**src/rtl/cpu_pkg.sv**
```systemverilog
// Shared CPU definitions: default PC source indices, exception state and reset vector.
package cpu_pkg;

    localparam int PCSRC_ALU_RESULT = 0;
    localparam int PCSRC_ALU_OUT    = 1;
    localparam int PCSRC_JUMP       = 2;
    localparam int PCSRC_EPC        = 3;
    localparam int PCSRC_EXC        = 4;

    localparam logic [31:0] RESET_VECTOR = 32'h0000_0000;

    typedef enum logic {
        NORMAL  = 1'b0,
        HANDLER = 1'b1
    } exc_state_e;

endpackage

```
**src/rtl/pc_update_unit_if.sv**
```systemverilog
// Control-side bundle of the PC update unit: source selection, write enables and status.
interface pc_update_unit_if #(
    parameter int DATA_WIDTH  = 32,
    parameter int NUM_SOURCES = 5,
    parameter int SEL_WIDTH   = 3
);
    logic [SEL_WIDTH-1:0]              pc_source;
    logic [NUM_SOURCES*DATA_WIDTH-1:0] sources;
    logic                              pc_write;
    logic                              pc_write_cond;
    logic                              branch_taken;
    logic [DATA_WIDTH-1:0]             epc_in;
    logic [DATA_WIDTH-1:0]             pc_out;
    logic [DATA_WIDTH-1:0]             epc_out;
    logic [DATA_WIDTH-1:0]             next_pc;
    logic                              in_handler;
    logic                              addr_error;
    logic                              sel_error;
    logic                              double_fault;

    modport master (
        output pc_source, sources, pc_write, pc_write_cond, branch_taken, epc_in,
        input  pc_out, epc_out, next_pc, in_handler, addr_error, sel_error, double_fault
    );

    modport slave (
        input  pc_source, sources, pc_write, pc_write_cond, branch_taken, epc_in,
        output pc_out, epc_out, next_pc, in_handler, addr_error, sel_error, double_fault
    );
endinterface

```
**src/rtl/pc_source_select.sv**
```systemverilog
// Combinational N:1 selector over a flattened source bus; out-of-range index yields 0.
module pc_source_select #(
    parameter int DATA_WIDTH  = 32,
    parameter int NUM_SOURCES = 5,
    parameter int SEL_WIDTH   = 3
) (
    input  logic [SEL_WIDTH-1:0]              sel_i,
    input  logic [NUM_SOURCES*DATA_WIDTH-1:0] sources_i,
    output logic [DATA_WIDTH-1:0]             data_o,
    output logic                              illegal_o
);

    always_comb begin
        data_o    = '0;
        illegal_o = 1'b1;
        for (int i = 0; i < NUM_SOURCES; i++) begin
            if (sel_i == SEL_WIDTH'(i)) begin
                data_o    = sources_i[i*DATA_WIDTH +: DATA_WIDTH];
                illegal_o = 1'b0;
            end
        end
    end

endmodule

```
**src/rtl/pc_update_unit.sv**
```systemverilog
// Owns PC and EPC: selects the next PC, validates the write and tracks exception entry/return.
module pc_update_unit
    import cpu_pkg::*;
#(
    parameter int              DATA_WIDTH   = 32,
    parameter int              NUM_SOURCES  = 5,
    parameter int              SEL_WIDTH    = 3,
    parameter int              EXC_SOURCE   = cpu_pkg::PCSRC_EXC,
    parameter int              EPC_SOURCE   = cpu_pkg::PCSRC_EPC,
    parameter [DATA_WIDTH-1:0] RESET_VECTOR = DATA_WIDTH'(cpu_pkg::RESET_VECTOR)
) (
    input logic             clk,
    input logic             reset,
    pc_update_unit_if.slave bus
);

    logic [DATA_WIDTH-1:0] pc_q, pc_d;
    logic [DATA_WIDTH-1:0] epc_q, epc_d;
    exc_state_e            state_q, state_d;
    logic                  addr_err_q, addr_err_d;
    logic                  sel_err_q, sel_err_d;
    logic                  dbl_fault_q, dbl_fault_d;

    logic [DATA_WIDTH-1:0] next_pc;
    logic                  sel_illegal;
    logic                  write_en;
    logic                  is_exc;
    logic                  is_eret;

    pc_source_select #(
        .DATA_WIDTH (DATA_WIDTH),
        .NUM_SOURCES(NUM_SOURCES),
        .SEL_WIDTH  (SEL_WIDTH)
    ) u_select (
        .sel_i    (bus.pc_source),
        .sources_i(bus.sources),
        .data_o   (next_pc),
        .illegal_o(sel_illegal)
    );

    assign write_en = bus.pc_write | (bus.pc_write_cond & bus.branch_taken);
    assign is_exc   = (bus.pc_source == SEL_WIDTH'(EXC_SOURCE));
    assign is_eret  = (bus.pc_source == SEL_WIDTH'(EPC_SOURCE));

    always_ff @(posedge clk or posedge reset) begin
        if (reset) begin
            pc_q        <= RESET_VECTOR;
            epc_q       <= '0;
            state_q     <= NORMAL;
            addr_err_q  <= 1'b0;
            sel_err_q   <= 1'b0;
            dbl_fault_q <= 1'b0;
        end else begin
            pc_q        <= pc_d;
            epc_q       <= epc_d;
            state_q     <= state_d;
            addr_err_q  <= addr_err_d;
            sel_err_q   <= sel_err_d;
            dbl_fault_q <= dbl_fault_d;
        end
    end

    // A rejected write (bad index or misaligned target) leaves PC, EPC and state untouched.
    always_comb begin
        pc_d        = pc_q;
        epc_d       = epc_q;
        state_d     = state_q;
        addr_err_d  = 1'b0;
        sel_err_d   = sel_err_q;
        dbl_fault_d = dbl_fault_q;
        if (write_en) begin
            if (sel_illegal) begin
                sel_err_d = 1'b1;
            end else if (next_pc[1:0] != 2'b00) begin
                addr_err_d = 1'b1;
            end else begin
                pc_d = next_pc;
                case (state_q)
                    NORMAL: begin
                        if (is_exc) begin
                            epc_d   = bus.epc_in;
                            state_d = HANDLER;
                        end
                    end
                    HANDLER: begin
                        if (is_eret) begin
                            state_d = NORMAL;
                        end else if (is_exc) begin
                            dbl_fault_d = 1'b1;
                        end
                    end
                    default: state_d = NORMAL;
                endcase
            end
        end
    end

    assign bus.pc_out       = pc_q;
    assign bus.epc_out      = epc_q;
    assign bus.next_pc      = next_pc;
    assign bus.in_handler   = (state_q == HANDLER);
    assign bus.addr_error   = addr_err_q;
    assign bus.sel_error    = sel_err_q;
    assign bus.double_fault = dbl_fault_q;

endmodule

```
**src/flat_wrapper.sv**
```systemverilog
// flat-port wrapper written by rule: the top's interface ports become plain ports
module pc_update_unit_flat import cpu_pkg::*;
#(
    parameter int              DATA_WIDTH   = 32,
    parameter int              NUM_SOURCES  = 5,
    parameter int              SEL_WIDTH    = 3,
    parameter int              EXC_SOURCE   = cpu_pkg::PCSRC_EXC,
    parameter int              EPC_SOURCE   = cpu_pkg::PCSRC_EPC,
    parameter [DATA_WIDTH-1:0] RESET_VECTOR = DATA_WIDTH'(cpu_pkg::RESET_VECTOR)
)
  (clk, reset, bus_pc_source, bus_sources, bus_pc_write, bus_pc_write_cond, bus_branch_taken, bus_epc_in, bus_pc_out, bus_epc_out, bus_next_pc, bus_in_handler, bus_addr_error, bus_sel_error, bus_double_fault);
  pc_update_unit_if #(.DATA_WIDTH(DATA_WIDTH), .NUM_SOURCES(NUM_SOURCES), .SEL_WIDTH(SEL_WIDTH)) bus_i ();
  input logic clk;
  input logic reset;
  input wire logic [$bits(bus_i.pc_source)-1:0] bus_pc_source;
  input wire logic [$bits(bus_i.sources)-1:0] bus_sources;
  input wire logic [$bits(bus_i.pc_write)-1:0] bus_pc_write;
  input wire logic [$bits(bus_i.pc_write_cond)-1:0] bus_pc_write_cond;
  input wire logic [$bits(bus_i.branch_taken)-1:0] bus_branch_taken;
  input wire logic [$bits(bus_i.epc_in)-1:0] bus_epc_in;
  output wire logic [$bits(bus_i.pc_out)-1:0] bus_pc_out;
  output wire logic [$bits(bus_i.epc_out)-1:0] bus_epc_out;
  output wire logic [$bits(bus_i.next_pc)-1:0] bus_next_pc;
  output wire logic [$bits(bus_i.in_handler)-1:0] bus_in_handler;
  output wire logic [$bits(bus_i.addr_error)-1:0] bus_addr_error;
  output wire logic [$bits(bus_i.sel_error)-1:0] bus_sel_error;
  output wire logic [$bits(bus_i.double_fault)-1:0] bus_double_fault;
  assign bus_i.pc_source = bus_pc_source;
  assign bus_i.sources = bus_sources;
  assign bus_i.pc_write = bus_pc_write;
  assign bus_i.pc_write_cond = bus_pc_write_cond;
  assign bus_i.branch_taken = bus_branch_taken;
  assign bus_i.epc_in = bus_epc_in;
  assign bus_pc_out = bus_i.pc_out;
  assign bus_epc_out = bus_i.epc_out;
  assign bus_next_pc = bus_i.next_pc;
  assign bus_in_handler = bus_i.in_handler;
  assign bus_addr_error = bus_i.addr_error;
  assign bus_sel_error = bus_i.sel_error;
  assign bus_double_fault = bus_i.double_fault;
  pc_update_unit #(.DATA_WIDTH(DATA_WIDTH), .NUM_SOURCES(NUM_SOURCES), .SEL_WIDTH(SEL_WIDTH), .EXC_SOURCE(EXC_SOURCE), .EPC_SOURCE(EPC_SOURCE), .RESET_VECTOR(RESET_VECTOR)) u_core (.clk(clk), .reset(reset), .bus(bus_i));
endmodule
```
**config.mk**
```make
export PLATFORM = sky130hd
export DESIGN_NAME = pc_update_unit_flat
export DESIGN_NICKNAME = d
export VERILOG_FILES = /design/src/rtl/cpu_pkg.sv /design/src/rtl/pc_update_unit_if.sv /design/src/rtl/pc_source_select.sv /design/src/rtl/pc_update_unit.sv /design/src/flat_wrapper.sv
export SDC_FILE = /design/constraint.sdc
export NUM_CORES = 1
export LEC_CHECK = 0
export ABC_AREA = 1
export CORE_ASPECT_RATIO = 1.75
export CORE_MARGIN = 10
export CORE_UTILIZATION = 37
export DETAILED_ROUTE_END_ITERATION = 8
export PLACE_DENSITY = 0.9
export SYNTH_ARGS = -nofsm -noshare
export SYNTH_HDL_FRONTEND = slang
export SYNTH_SLANG_ARGS = --single-unit
```
**constraint.sdc**
```tcl
create_clock -name clk -period 3.3 [get_ports clk]
set_input_delay 0.66 -clock clk [delete_from_list [all_inputs] [get_ports clk]]
set_output_delay 0.66 -clock clk [all_outputs]
set_load 0.005 [all_outputs]
```
==> summary.md, run 1 <==
| Metric | Value |
|---|---|
| Hold Path Class | reg -> reg |
| WHS Path Cells | 2 |
| Vias in the first global route | about 5400 |
| Initial antenna violation count | 0 |
| Max-slew headroom | around 55% |
| Worst reg-to-reg path cell count | 6 |
| Die X | around 98 um |
| Pleak | roughly 3.5 nW |
| Die height | between 150 and 200 um |
| Syn nets | approximately 760 |
| Area leader, netlist | dfrtp_1 |
| Row Count | 49 |
| Slew @ Worst Pin | between 600 and 700 ps |
| # setup viols final | 0 |
| Max Root-Sink Buffers | 2 |
| Buffers added on ports | 299 |
| Setup Skew | roughly 2.4 ps |
| CTS tree | done |
| Die area | 15300 um^2 |
| Critical path class | in -> out |
| Ys Warns | 0 |
| Worst-Skew Late Latency | between 300 and 400 ps |
| Drt wl/cell | about 20 um |
| Yosys top cell area share | 43.5% |
| R2R Setup Slk | just over 2000 ps |
| Netlist cell types | 19 |
| Crit path time final | 3230 ps |
| CP Launch Point | bus_pc_source[2] |
| Antenna Cells | 0 |
| Final wirelength | slightly above 20000 um |
| First-pass GRT wire length | approximately 31000 um |
| Grt total ovfl | 0 |
| Layout cell share with drive strength beyond 1 | ~7.5% |
| Final hold viol count | 0 |
| Iteration-0 DRC count of the detailed router | roughly 340 |
| Crit share post-route | a little over nine tenths |
| Max Slew Vio Count | 0 |
| R2r endpoint | u_core.bus.epc_out[7]$_DFFE_PP0P_ |
| Maxcap violations | 0 |
| DP HPWL | about 16000 um |
| RR Startpoint | u_core.bus.in_handler$_DFFE_PP0P_ |
| Crit path max fanout | 10 |
| Critical path startpoint category | primary input |
| Pwr Total | approximately 3.3 mW |
| DR pass1 iterations | 5 |
| GPL Wtd Cong | 1.04 |
| IO Count | 300 |
| WHS | 471 ps |
| CP Data Required Time | between 2000 and 3000 ps |
| Vias | approximately 5200 |
| WP data arrival | roughly 2600 ps |
| Power density over cell area | approximately 440 nW/um^2 |
| CTS sink count | 68 |
| Total track usage | between 20% and 30% |
| Final Instance Area | 7560 um^2 |
| Largest net degree at the start of global routing | 39 |
| Placed Instances | just under 1000 |
| Root buffer cell | clkbuf_16 |
| Layout net count | about 1100 |
| Status | complete, no violations |
| Crit end category | output pin |
| Via/cell ratio | between 5 and 6 |
| Avg Inst Size Synth | between 7 and 8 um^2 |
| Max frequency | slightly above 0.3 GHz |
| Area delta synth->final | 93.1% |
| Top cells by area, synth | dfrtp_1, nand2_1, nand3_1, nand4_1, a31oi_1 |
| Flops & latches, synth | a little under 70 |
| Cell Count, Final, Fillers Out | a little under 1000 |
| Critical Path End | bus_next_pc[16] |
| Synth Cell Area | between 3000 and 4000 um^2 |
| Initial Utilization | a little under two fifths |
| Share of the yosys chip area belonging to registers | about 43% |
| DP Area | 7250 um^2 |
| H-tree Lvls | 3 |
| Max VDD drop | 0.477 mV |
| Synth Instances | between 500 and 600 |
| Residual DRC count | 0 |
| Num CTS Buffers | 9 |
| DRT antenna net count | 0 |
| Worst-path clk slew | approximately 50 ps |
| Core area | around 10000 um^2 |
-- power breakdown --
part / total (mW) / switching, mW / internal, mW
Sequential: 1.15 / 0.115 / 1.04
Combinational: 1.29 / 0.524 / 0.770
Clock: 0.860 / 0.337 / 0.523
Total: 3.30 / 0.977 / 2.33
-- cell type report --
| cell class | count | area, um^2 |
|---|---|---|
| multi-input combinational | 402 | 1880 |
| sequential | 68 | 1700 |
| tap | 127 | 159 |
| fill | 787 | 2740 |
| clock inverter | 5 | 27.5 |
| clock buffer | 11 | 243 |
| inverter | 42 | 160 |
| timing repair buffer | 338 | 3380 |
-- synthesized netlist by cell type --
master,n
nand2_1,198
nand3_1,97
dfrtp_1,68
inv_1,38
nand4_1,36
o21ai_0,31
a31oi_1,30
clkbuf_1,29
buf_2,8
buf_4,5
nor2_1,5
inv_2,3
buf_1,2
a21o_1,1
a21oi_1,1
clkinv_1,1
nor2_2,1
nor3_2,1
nor3_4,1
-- worst max-delay path, stage by stage --
cell and delay, ps:
clkdlybuf4s50_1 540, inv_4 100, nor3_4 260, buf_6 160, buf_12 120, nand2_1 60
nand3_1 120, clkdlybuf4s50_1 540
-- how the worst min path moves through the flow --
| stage | from | to | slack (ps) |
|---|---|---|---|
| 6_report | u_core.bus.epc_out[3]$_DFFE_PP0P_ | u_core.bus.epc_out[3]$_DFFE_PP0P_ | 470 |
| 5_1_grt | u_core.bus.epc_out[17]$_DFFE_PP0P_ | u_core.bus.epc_out[17]$_DFFE_PP0P_ | 490 |
| 4_1_cts | u_core.bus.pc_out[0]$_DFFE_PP0P_ | u_core.bus.pc_out[0]$_DFFE_PP0P_ | 470 |
| 3_5_place_dp | u_core.bus.pc_out[0]$_DFFE_PP0P_ | u_core.bus.pc_out[0]$_DFFE_PP0P_ | 460 |
| 3_3_place_gp | u_core.bus.sel_error$_DFFE_PP0P_ | u_core.bus.sel_error$_DFFE_PP0P_ | 450 |
| 2_1_floorplan | u_core.bus.sel_error$_DFFE_PP0P_ | u_core.bus.sel_error$_DFFE_PP0P_ | 450 |
-- metal layers --
| metal | GRT usage (%) | vias to the layer above | part of all wire, % |
|---|---|---|---|
| li1 | - | 2471 | - |
| met1 | 26.7 | 2407 | 35 |
| met2 | 43.8 | 287 | 51 |
| met3 | 7.67 | 57 | 8.8 |
| met4 | 12.8 | 0 | 4.6 |
| met5 | 0 | - | 0 |
-- metrics by stage --
step / setup TNS (ps) / worst slack [ps] / utilization (%)
2_1_floorplan: 0 / 928 / -
6_report: 0 / 67.4 / 73.4
4_1_cts: 0 / 12.3 / 73.0
3_3_place_gp: 0 / 52.6 / 70.4
5_1_grt: -7.89 / -6.76 / 73.4
3_5_place_dp: -66.7 / -46.7 / 70.4
-- logic make-up (layout without fill, tap and decap cells) --
family / after synthesis / count (layout) / share of synthesized area, %
AOI/OAI and AO/OA: 63 / 63 / 9.08
buffers and inverters: 86 / 396 / 8.98
DFF: 68 / 68 / 43.5
and+or+nand+nor: 339 / 339 / 38.5
-- cells in the final DEF, fill, tap and decap left out, types with 2 or more instances in the layout --
master	Yosys	layout
clkinv_2	0	4
inv_1	38	37
buf_4	5	28
nor3_4	1	2
inv_2	3	3
clkbuf_16	0	9
o21ai_0	31	31
buf_6	0	5
nand3_1	97	96
buf_12	0	6
nand4_1	36	36
nor2_2	1	3
dfrtp_1	68	68
clkdlybuf4s50_1	0	297
a31oi_1	30	30
nand2_1	198	198
nor2_1	5	2
-- repair_timing --
| item | CTS | global route |
|---|---|---|
| endpoints found under the setup margin | 11 | 27 |
| gates resized for setup | 2 | 7 |
| hold buffers | 0 | 0 |
| pin swaps | 0 | 1 |
| hold endpoints to repair | 0 | 0 |
| setup buffers | 0 | 1 |
-- sequential cells by signal (all words and copies together) (netlist names) --
register / count
u_core.bus.double_fault: 1
u_core.bus.sel_error: 1
u_core.bus.epc_out: 32
u_core.bus.addr_error: 1
u_core.bus.pc_out: 32
u_core.bus.in_handler: 1
Note: power is estimated with default switching activity, not from simulation.
==> inputs of run 2 (changes only) <==
--- a/config.mk
+++ b/config.mk
@@ -10,6 +10,7 @@
 export CORE_MARGIN = 10
 export CORE_UTILIZATION = 37
 export DETAILED_ROUTE_END_ITERATION = 8
+export GPL_ROUTABILITY_DRIVEN = 0
 export PLACE_DENSITY = 0.9
 export SYNTH_ARGS = -nofsm -noshare
 export SYNTH_HDL_FRONTEND = slang
==> summary.md, run 2 (synthesized netlist as in run 1, its figures left out) <==
| Metric | Value |
|---|---|
| Status | complete, no violations |
| # setup viols final | 0 (unchanged) |
| CTS tree | done |
| Grt total ovfl | 0 (unchanged) |
| Pwr Total | 3.35 mW (+1.4%) |
| Iteration-0 DRC count of the detailed router | 334 (-1.2%) |
| Critical path startpoint category | primary input |
| Final wirelength | 20300 um (+0.12%) |
| Most common cell after layout, fill and taps aside | clkdlybuf4s50_1 |
| Worst-path clk slew | 50 ps (about the same) |
| Max Root-Sink Buffers | 2 (unchanged) |
| Worst-path cell chain | clkdlybuf4s50_1, buf_4, nor3_4, buf_4, nand2_1, nand3_1, clkdlybuf4s50_1 |
| Vias in the first global route | 5426 (-0.13%) |
| DP Area | 7220 um^2 (-0.41%) |
| IO Count | 300 (unchanged) |
| Initial antenna violation count | 1 (+1) |
| Max VDD drop | 0.414 mV (-13%) |
| Crit end category | output pin |
| First-pass GRT wire length | 30400 um (-1.6%) |
| Num CTS Buffers | 9 (unchanged) |
| H-tree Lvls | 3 (unchanged) |
| Crit path max fanout | 17 (+7) |
| Via/cell ratio | 5.32 (+1.1%) |
| Die height | 156 um (unchanged) |
| Core area | 10300 um^2 (unchanged) |
| Hold Path Class | reg -> reg |
| Crit share post-route | 98.0% (about the same) |
| Total track usage | 24.9% (-0.26 points) |
| Final Instance Area | 7560 um^2 (about the same) |
| Crit-path slowest cell | clkdlybuf4s50_1 |
| Largest net degree at the start of global routing | 35 (-10%) |
| CP Launch Point | bus_pc_source[2] |
| CP Data Required Time | 2640 ps (about the same) |
| Final hold viol count | 0 (unchanged) |
| Max-slew headroom | 71.3% (+16 points) |
| Residual DRC count | 0 (unchanged) |
| CTS sink count | 68 (unchanged) |
| WHS Path Cells | 1 (-1) |
| Fillers | 730 (-7.2%) |
| RR Startpoint | u_core.bus.in_handler$_DFFE_PP0P_ |
| R2R Setup Slk | 2040 ps (about the same) |
| Hold EP | u_core.bus.sel_error$_DFFE_PP0P_ |
| Power density over cell area | 444 nW/um^2 (+1.4%) |
| R2r endpoint | u_core.bus.epc_out[8]$_DFFE_PP0P_ |
| Vias | 5289 (+1.3%) |
| Worst reg-to-reg path cell count | 7 (+1) |
| Root buffer cell | clkbuf_16 |
| Area of the multi-input gates | 1890 um^2 (+0.40%) |
| Hold Path Origin | u_core.bus.sel_error$_DFFE_PP0P_ |
| Maxcap violations | 0 (unchanged) |
| CP max stage delay | 540 ps (about the same) |
| Most frequent cells in the layout | clkdlybuf4s50_1, nand2_1, nand3_1 |
| DP HPWL | 16500 um (about the same) |
| WP data arrival | 2570 ps (about the same) |
| Slew @ Worst Pin | 431 ps (-241 ps) |
| Layout cell share with drive strength beyond 1 | 7.60% (+0.098 points) |
| DRT antenna net count | 0 (unchanged) |
| Layout net count | 1063 (+0.19%) |
| Pleak | 3.51 nW (+0.63%) |
| Die X | 97.7 um (unchanged) |
| Drt wl/cell | 20.4 um (about the same) |
| Setup Skew | 4.78 ps (+2.35 ps) |
| Max Slew Vio Count | 0 (unchanged) |
| Initial Utilization | 38.0% (unchanged) |
| Antenna Cells | 0 (unchanged) |
| Crit path time final | 3230 ps (+0.0708 ps) |
| Hold buffer count at CTS | 0 (unchanged) |
| Area delta synth->final | 93.1% (about the same) |
| Row Count | 49 (unchanged) |
| DR pass1 iterations | 7 (+2) |
| Buffers added on ports | 299 (unchanged) |
| Critical path class | in -> out |
| Max frequency | 0.309 GHz (about the same) |
| Reg area | 1700 um^2 (unchanged) |
| Worst-Skew Late Latency | 330 ps (about the same) |
| Die area | 15300 um^2 (unchanged) |
==> run 2: layout make-up <==
cell class	count	area share, %
clock buffers	11	3.08
multi-input cells	402	25.0
repair buffers	340	44.5
flip-flops and latches	68	22.5
inverters	42	2.12
clock inverters	5	0.695
well taps	127	2.10
==> run 2: worst max-delay path, delay by kind of cell <==
kind	cells	cell delay, ps
AND/OR/NAND/NOR	3	430
buffers and inverters	4	1470
==> run 2: how the worst max path moves through the flow <==
stage / endpoint / cells after the start
6_report: bus_next_pc[7] / 7
5_1_grt: bus_next_pc[21] / 8
4_1_cts: bus_next_pc[7] / 7
3_5_place_dp: bus_next_pc[10] / 7
3_3_place_gp: bus_next_pc[7] / 7
2_1_floorplan: u_core.bus.addr_error$_DFF_PP0_ / 1
==> run 2: layer usage <==
metal,up-vias,track usage [%],wire (um)
met5,-,0,18
met1,2425,26.5,7000
met4,2,12.2,949
li1,2483,-,-
met2,310,43.5,10400
met3,69,7.67,1900
==> run 2: power by group <==
part | switching, mW | internal, mW | total (mW)
clock | 0.329 | 0.580 | 0.910
combinational | 0.528 | 0.768 | 1.30
sequential | 0.112 | 1.04 | 1.15
total | 0.969 | 2.38 | 3.35
==> run 2: per-stage QoR <==
stage	setup TNS (ps)	hold slack, ps	std cells	setup slack (ps)	utilization [%]
after detailed placement	0	448	977	39.5	70.1
after global routing	-15.0	471	995	-10.5	73.4
after floorplan	0	451	556	928	-
after global placement	0	447	977	86.1	70.1
after CTS	0	460	993	22.9	72.9
final	0	460	995	67.4	73.4
==> run 2: what timing repair did <==
| item | 4_1_cts | 5_1_grt |
|---|---|---|
| setup endpoints to repair | 0 | 26 |
| gates resized for setup | 0 | 13 |
| setup buffers | 0 | 1 |
